===== config.mk =====
export PLATFORM = sky130hd
export DESIGN_NAME = serial_add_ctrl
export DESIGN_NICKNAME = d
export VERILOG_FILES = /design/src/rtl/serial_add_ctrl.sv
export SDC_FILE = /design/constraint.sdc
export NUM_CORES = 1
export LEC_CHECK = 0
export ABC_AREA = 0
export CAP_MARGIN = 20
export CORE_ASPECT_RATIO = 1.75
export CORE_MARGIN = 2
export CORE_UTILIZATION = 45
export DETAILED_ROUTE_END_ITERATION = 16
export PLACE_DENSITY_LB_ADDON = 0.15
export SLEW_MARGIN = 20
export SYNTH_ARGS = -nofsm -noshare
export SYNTH_HDL_FRONTEND = slang
export SYNTH_HIERARCHICAL = 1
export SYNTH_SLANG_ARGS = --single-unit
export TNS_END_PERCENT = 1

===== constraint.sdc =====
create_clock -name clk -period 1.9 [get_ports clk]
set_input_delay 0.38 -clock clk [delete_from_list [all_inputs] [get_ports clk]]
set_output_delay 0.38 -clock clk [all_outputs]
set_load 0.01 [all_outputs]

===== src/rtl/serial_add_ctrl.sv =====
// rtl/serial_add_ctrl.sv - bit-serial adder controller driving a single gate-level add cell
// Operands are consumed LSB first over WIDTH cycles; sum/cout update only on entry to DONE.

module serial_half_adder (
    input  logic x,
    input  logic y,
    output logic s,
    output logic c
);
    xor g_sum (s, x, y);
    and g_carry (c, x, y);
endmodule

module serial_add_cell (
    input  logic a,
    input  logic b,
    input  logic cin,
    output logic s,
    output logic cout
);
    logic s1;
    logic c1;
    logic c2;

    serial_half_adder u_ha0 (.x(a),  .y(b),   .s(s1), .c(c1));
    serial_half_adder u_ha1 (.x(s1), .y(cin), .s(s),  .c(c2));
    or g_cout (cout, c1, c2);
endmodule

module serial_add_ctrl #(
    parameter int WIDTH = 8
) (
    input  logic             clk,
    input  logic             rst,
    input  logic             start,
    input  logic [WIDTH-1:0] a,
    input  logic [WIDTH-1:0] b,
    output logic             busy,
    output logic             done,
    output logic [WIDTH-1:0] sum,
    output logic             cout
);
    localparam int CW = $clog2(WIDTH) + 1;
    localparam logic [CW-1:0] LAST = CW'(WIDTH - 1);

    typedef enum logic [1:0] {
        IDLE = 2'd0,
        RUN  = 2'd1,
        DONE = 2'd2
    } state_t;

    state_t           state;
    state_t           state_nxt;
    logic [WIDTH-1:0] a_sh;
    logic [WIDTH-1:0] b_sh;
    logic [WIDTH-1:0] s_sh;
    logic [WIDTH-1:0] s_nxt;
    logic [CW-1:0]    cnt;
    logic             carry;
    logic             cell_s;
    logic             cell_cout;
    logic             last_bit;

    serial_add_cell u_cell (
        .a    (a_sh[0]),
        .b    (b_sh[0]),
        .cin  (carry),
        .s    (cell_s),
        .cout (cell_cout)
    );

    assign last_bit = (cnt == LAST);

    // New bit enters at the MSB so the word is LSB-aligned after WIDTH shifts.
    generate
        if (WIDTH == 1) begin : g_s_one
            assign s_nxt = cell_s;
        end else begin : g_s_many
            assign s_nxt = {cell_s, s_sh[WIDTH-1:1]};
        end
    endgenerate

    always_ff @(posedge clk) begin
        if (rst) begin
            state <= IDLE;
        end else begin
            state <= state_nxt;
        end
    end

    always_comb begin
        state_nxt = state;
        case (state)
            IDLE:    if (start) state_nxt = RUN;
            RUN:     if (last_bit) state_nxt = DONE;
            DONE:    state_nxt = IDLE;
            default: state_nxt = IDLE;
        endcase
    end

    always_comb begin
        busy = (state == RUN);
        done = (state == DONE);
    end

    always_ff @(posedge clk) begin
        if (rst) begin
            a_sh  <= '0;
            b_sh  <= '0;
            s_sh  <= '0;
            cnt   <= '0;
            carry <= 1'b0;
            sum   <= '0;
            cout  <= 1'b0;
        end else begin
            case (state)
                IDLE: begin
                    if (start) begin
                        a_sh  <= a;
                        b_sh  <= b;
                        carry <= 1'b0;
                        cnt   <= '0;
                    end
                end
                RUN: begin
                    a_sh  <= a_sh >> 1;
                    b_sh  <= b_sh >> 1;
                    s_sh  <= s_nxt;
                    carry <= cell_cout;
                    cnt   <= cnt + CW'(1);
                    if (last_bit) begin
                        sum  <= s_nxt;
                        cout <= cell_cout;
                    end
                end
                default: begin
                end
            endcase
        end
    end
endmodule

==> results of run 1 <==
## cells in the final DEF (no fill, tap or decap)
cell type and n:
clkinv_2 1, nand2_1 30, nor3_1 2, or2_1 1, clkdlybuf4s50_1 29, inv_6 1
dfxtp_1 37, a22oi_1 4, dfxtp_2 2, nand4b_1 1, clkbuf_8 6, nor2_1 20
nand3_1 2, or3_1 1, nor2_4 1, nand2b_1 18, a31oi_1 1, nor2b_1 1
o21ba_2 1, o21bai_2 1, nor3b_1 1, buf_4 3, o211a_1 1, a211oi_1 15
nand2b_2 1, buf_12 1, mux2i_1 9, a21oi_1 22, ha_1 3
## state kept, by name, indices dropped and copies added, names as in the netlist
signal and flops:
s_sh 7, carry 1, b_sh 8, a_sh 8
cnt 4, cout 1, state 2, sum 8
## critical path: stages, from the launching register on
cell and delay, ns:
dfxtp_2 0.36, nand2b_2 0.22, inv_6 0.06, clkdlybuf4s50_1 0.53
## layer usage
metal  vias to the layer above  part of all wire, %
li1                        693                    -
met1                       625                   42
met2                        32                   53
met3                         5                  3.5
met4                         0                  1.9
met5                         -                    0
## what timing repair did
item	CTS	global route
buffers inserted	0	0
gates resized for setup	2	1
setup endpoints to repair	1	1
## synth_stat cells
| cell | number | share of area [%] |
|---|---|---|
| a211oi_1 | 15 | 6.7 |
| a21oi_1 | 22 | 6.6 |
| a22oi_1 | 4 | 1.8 |
| a31oi_1 | 1 | 0.37 |
| buf_2 | 3 | 0.90 |
| buf_4 | 3 | 1.3 |
| buf_6 | 3 | 2.0 |
| clkbuf_1 | 5 | 1.1 |
| dfxtp_1 | 39 | 47 |
| ha_1 | 3 | 2.2 |
| inv_6 | 1 | 0.52 |
| mux2i_1 | 9 | 5.4 |
| nand2_1 | 30 | 6.7 |
| nand2b_1 | 19 | 7.1 |
| nand3_1 | 2 | 0.60 |
| nand4b_1 | 1 | 0.52 |
| nor2_1 | 20 | 4.5 |
| nor2_4 | 1 | 0.67 |
| nor2b_1 | 1 | 0.37 |
| nor3_1 | 2 | 0.60 |
| nor3b_1 | 1 | 0.45 |
| o211a_1 | 1 | 0.60 |
| o21ba_2 | 1 | 0.60 |
| o21bai_2 | 1 | 0.67 |
| or2_1 | 1 | 0.37 |
| or3_1 | 1 | 0.37 |
## metrics by stage
stage	cell area, sq um	worst slack, ns	instances	hold slack, ns
after CTS	2060	0.0293	262	0.479
after detailed placement	1970	0.223	255	0.468
final	2060	0.0632	262	0.473
after global placement	1970	0.287	255	0.443
after floorplan	1670	0.586	190	0.437
after global routing	2060	0.00847	262	0.495
## worst max path at each step
| stage | startpoint | endpoint | cells after the start |
|---|---|---|---|
| finish | state[1] | busy | 3 |
| global placement | start | b_sh[4] | 4 |
| global route | state[1] | busy | 3 |
| floorplan | state[1] | busy | 5 |
| detailed placement | start | b_sh[0] | 4 |
| CTS | state[0] | busy | 3 |
## cell families (layout without fill, tap and decap cells)
kind of cell / count (synthesis) / in the layout / synth area share, %
AOI/OAI and AO/OA: 45 / 45 / 17.4
adders and majority gates: 3 / 3 / 2.25
buffers and inverters: 15 / 41 / 5.92
DFF: 39 / 39 / 46.7
muxes: 9 / 9 / 5.39
and+or+nand+nor: 79 / 79 / 22.3
## final cells by class
class | instances | area, sq um
inverter | 1 | 8.76
fill | 328 | 1530
timing repair buffer | 33 | 333
sequential | 39 | 783
tap | 46 | 57.6
clock inverter | 1 | 5.00
multi-input combinational | 136 | 793
clock buffer | 6 | 82.6
## power by group through the flow
stage / Sequential (mW) / Combinational, mW / Clock, mW
4_1_cts: 0.873 / 0.189 / 0.574
6_report: 0.874 / 0.186 / 0.550
2_1_floorplan: 0.887 / 0.126 / 0
3_5_place_dp: 0.892 / 0.188 / 0
5_1_grt: 0.879 / 0.210 / 0.609
3_3_place_gp: 0.890 / 0.182 / 0
==> results.sh, run 1 <==
export IMPL_final_setup_viol_count=0
export IMPL_critical_path_class="reg2out"
export IMPL_combPwrFrac_pct=11.6
export IMPL_port_buffers=29
export IMPL_synth_cells=190
export IMPL_clkSlewWorstSetupHoldPaths_ns=0.07
export IMPL_pin_count=30
export IMPL_fp_dieH_um=84.6
export IMPL_place_gp_congestion=0.740
export IMPL_die_area_sq_um=4230
export IMPL_cp_data_arrival_time_ns=1.46
export IMPL_drc=0
export IMPL_drt_total_wl_um=3160
export IMPL_ys_ff_latch=39
export IMPL_tritoncts="done"
export IMPL_yosysSeqAreaShare_pct=46.7
export IMPL_hold_buffers=0
export IMPL_crit_fanout=7
export IMPL_required_ns=1.52
export IMPL_clock_path_buffers=2
export IMPL_grt_ovfl_total=0
export IMPL_hold_start="sum[0]"
export IMPL_grtUsageMet1_pct=19.1
export IMPL_slew_viol_final=0
export IMPL_hold_class="reg2reg"
export IMPL_die_w_um=50.1
export IMPL_netSwitchingFraction_pct=23.7
export IMPL_core_region_area_sq_um=3590
export IMPL_clock_sinks=39
export IMPL_worstReg2RegStart="cnt[0]"
export IMPL_drv_cap=0
export IMPL_start_util_pct=46.5
export IMPL_worstMarginPinSlew_ns=0.399
export IMPL_endpoint_kind="primary output"
export IMPL_vias=1355
export IMPL_p_leak_nw=0.765
export IMPL_tns_ns=0
export IMPL_fin_skew_ns=0.00442
export IMPL_ir_drop_v=0.000561
export IMPL_htreeDepth=2
export IMPL_antenna_cells=0
export IMPL_finalHoldViolCount=0
export IMPL_vias_per_cell=5.17
export IMPL_grt_total_usage_pct=17.1
export IMPL_ff2ff_setup_slack_ns=0.43
export IMPL_pwr_share_clk_pct=34.2
export IMPL_syn_cell_area_sq_um=1670
export IMPL_area_delta_synth_final_pct=23.5
export IMPL_rsz0062_at_grt="no"
export IMPL_status="finished, final reports clean"
export IMPL_dp_hpwl_um=2120
export IMPL_min_to="sum[0]"
export IMPL_grtUsageMet2_pct=29.5
export IMPL_power_density_nw_per_um2=780
export IMPL_nets=238
export IMPL_p_total_mw=1.61
export IMPL_r2r_cells=4
export IMPL_drive_above_1_share_pct=8.33
export IMPL_slew_headroom_pct=73.3
export IMPL_grt_max_degree=49
export IMPL_avgSynthCellArea_sq_um=8.79
export IMPL_synth_distinct_cells=26
export IMPL_grt_busiest_layer="met2"
export IMPL_numCtsBuffers=5
export IMPL_clock_fmax_mhz=544
export IMPL_grtUsageMet3_pct=3.91
export IMPL_post_route_period_util_pct=96.7
export IMPL_clock_latency_ns=0.28
export IMPL_final_core_util_pct=57.4
export IMPL_grt_pass1_wl_um=5670
export IMPL_power_switching_uw=382
export IMPL_start_kind="flip-flop"
export IMPL_yosysWarnings=6
export IMPL_clock_root_buffer="clkbuf_8"
export IMPL_seq_power_share_pct=54.3
export IMPL_p_int_mw=1.23
export IMPL_final_min_clock_period_ns=1.84
export IMPL_rows=29
export IMPL_drtPass1Iterations=4
export IMPL_final_antenna_net_count=0
export IMPL_drt_initial_drc_count=24
export IMPL_grt_pass1_vias=1315
export IMPL_timing_rr_end="sum[1]"
export IMPL_syn_nets=212
export IMPL_wl_per_cell_um=12.1
export IMPL_antenna_found_initial=0
export IMPL_whs_path_depth=2
No activity file was read; power rests on OpenSTA's default activity.
==> run 2: changes to the inputs <==
--- a/config.mk
+++ b/config.mk
@@ -9,7 +9,8 @@
 export CAP_MARGIN = 20
 export CORE_ASPECT_RATIO = 1.75
 export CORE_MARGIN = 2
-export CORE_UTILIZATION = 45
+export CORE_UTILIZATION = 40
+export CTS_BUF_LIST = sky130_fd_sc_hd__clkbuf_8
 export DETAILED_ROUTE_END_ITERATION = 16
 export PLACE_DENSITY_LB_ADDON = 0.15
 export SLEW_MARGIN = 20
==> results.sh, run 2 (synthesis results as in run 1) <==
export IMPL_slew_headroom_pct=75.0
export IMPL_antenna_cells=0
export IMPL_max_stage_delay_ns=0.54
export IMPL_crit_family="buffers and inverters"
export IMPL_hold_class="reg2reg"
export IMPL_post_route_period_util_pct=94.9
export IMPL_grt_total_usage_pct=15.6
export IMPL_htreeDepth=2
export IMPL_nets=239
export IMPL_final_antenna_net_count=0
export IMPL_final_seq_area_sq_um=782
export IMPL_multi_input_area_sq_um=791
export IMPL_path_cells="buf_4 -> nor2b_1 -> clkdlybuf4s50_1"
export IMPL_power_density_nw_per_um2=756
export IMPL_drc=0
export IMPL_dp_hpwl_um=2220
export IMPL_tns_ns=0
export IMPL_status="finished, final reports clean"
export IMPL_worstMarginPinSlew_ns=0.374
export IMPL_vias=1345
export IMPL_finalHoldViolCount=0
export IMPL_start_kind="flip-flop"
export IMPL_drtPass1Iterations=4
export IMPL_crit_fanout=6
export IMPL_clock_fmax_mhz=554
export IMPL_drt_total_wl_um=3250
export IMPL_final_cell_mix="38 x dfxtp_1, 30 x nand2_1, 29 x clkdlybuf4s50_1, 22 x a21oi_1, 20 x nor2_1"
export IMPL_port_buffers=29
export IMPL_drt_initial_drc_count=21
export IMPL_pin_count=30
export IMPL_grt_pass1_wl_um=5510
export IMPL_wl_per_cell_um=12.3
export IMPL_grt_pass1_vias=1279
export IMPL_rsz0062_at_grt="no"
export IMPL_die_area_sq_um=4730
export IMPL_endpoint_kind="primary output"
export IMPL_pwr_share_clk_pct=31.7
export IMPL_crit_slowest_cell="clkdlybuf4s50_1"
export IMPL_ir_drop_v=0.000410
export IMPL_required_ns=1.52
export IMPL_clkSlewWorstSetupHoldPaths_ns=0.07
export IMPL_drive_above_1_share_pct=6.94
export IMPL_final_min_clock_period_ns=1.80
export IMPL_critical_path_class="reg2out"
export IMPL_start_util_pct=41.0
export IMPL_fin_skew_ns=0.00432
export IMPL_final_setup_viol_count=0
export IMPL_combPwrFrac_pct=12.1
export IMPL_layout_commonest_cell="dfxtp_1"
export IMPL_grt_ovfl_total=0
export IMPL_fin_cells=265
export IMPL_cp_data_arrival_time_ns=1.42
export IMPL_netSwitchingFraction_pct=23.8
export IMPL_area_delta_synth_final_pct=23.1
export IMPL_slew_viol_final=0
export IMPL_p_int_mw=1.18
export IMPL_clock_sinks=39
export IMPL_antenna_found_initial=0
export IMPL_reg_top3="a_sh x8, b_sh x8, sum x8"
export IMPL_fp_dieH_um=89.5
export IMPL_place_gp_congestion=0.713
export IMPL_numCtsBuffers=5
export IMPL_grt_max_degree=49
export IMPL_core_region_area_sq_um=4070
export IMPL_seq_power_share_pct=56.3
export IMPL_nFillCells=411
export IMPL_tritoncts="done"
export IMPL_cp_num_buf_inv=2
export IMPL_drv_cap=0
export IMPL_clock_path_buffers=2
export IMPL_hold_ws_ns=0.460
export IMPL_dp_cells=259
export IMPL_rows=31
export IMPL_vias_per_cell=5.08
export IMPL_clock_latency_ns=0.28
export IMPL_hold_buffers=0
export IMPL_power_switching_uw=370
export IMPL_p_leak_nw=0.764
export IMPL_die_w_um=52.9
export IMPL_clock_root_buffer="clkbuf_8"
==> run 2: cell count changes in the layout (fill, tap and decap cells not counted), sizes merged <==
| cell | before | now |
|---|---|---|
| clkinv | 1 | 0 |
| buf | 4 | 5 |
| clkbuf | 6 | 5 |
| inv | 1 | 2 |
==> run 2: what timing repair did <==
action | in CTS | in global routing
endpoints found under the setup margin | 0 | 1
setup buffers | 0 | 0
resized for setup | 0 | 1
==> run 2: layout make-up <==
class	instances	share of cell area [%]
multi-input cells	136	38.5
inverters	1	0.426
clock inverters	1	0.183
clock buffers	5	3.35
flip-flops and latches	39	38.0
well taps	49	2.98
repair buffers	34	16.6
==> run 2: path summary, 6_finish.rpt <==
kind / start / endpoint / slack, ns / cells after the start
worst max-delay path: state[1] / done / 0.1 / 3
worst min-delay path: s_sh[1] / s_sh[1] / 0.46 / 2
worst min register to register: s_sh[1] / s_sh[1] / 0.46 / 2
worst max register to register: cnt[0] / sum[6] / 0.44 / 4
==> run 2: metal layers <==
layer | GRT usage (%) | part of all wire (%)
met1 | 17.4 | 44
met2 | 27.2 | 51
met3 | 3.51 | 3.6
met4 | 7.93 | 1.9
met5 | 0 | 0
==> run 2: worst min-delay path: stages (launching register included) <==
cell and delay, ns:
dfxtp_1 0.31, nand2_1 0.05, a21oi_1 0.05
==> run 2: power groups by stage <==
stage | Combinational (mW) | Clock (mW) | Sequential, mW
after floorplan | 0.126 | 0 | 0.887
after global placement | 0.184 | 0 | 0.890
after detailed placement | 0.188 | 0 | 0.892
after CTS | 0.190 | 0.518 | 0.874
after global routing | 0.210 | 0.538 | 0.878
final | 0.187 | 0.492 | 0.874
==> run 2: per-stage QoR <==
| step | instance area, sq um | power (mW) | utilization [%] | setup slack, ns |
|---|---|---|---|---|
| 2_1_floorplan | 1670 | 1.01 | - | 0.586 |
| 3_3_place_gp | 1980 | 1.07 | 48.7 | 0.284 |
| 3_5_place_dp | 1980 | 1.08 | 48.7 | 0.207 |
| 4_1_cts | 2050 | 1.58 | 50.4 | 0.0276 |
| 5_1_grt | 2060 | 1.63 | 50.5 | 0.0222 |
| 6_report | 2060 | 1.55 | 50.5 | 0.0962 |
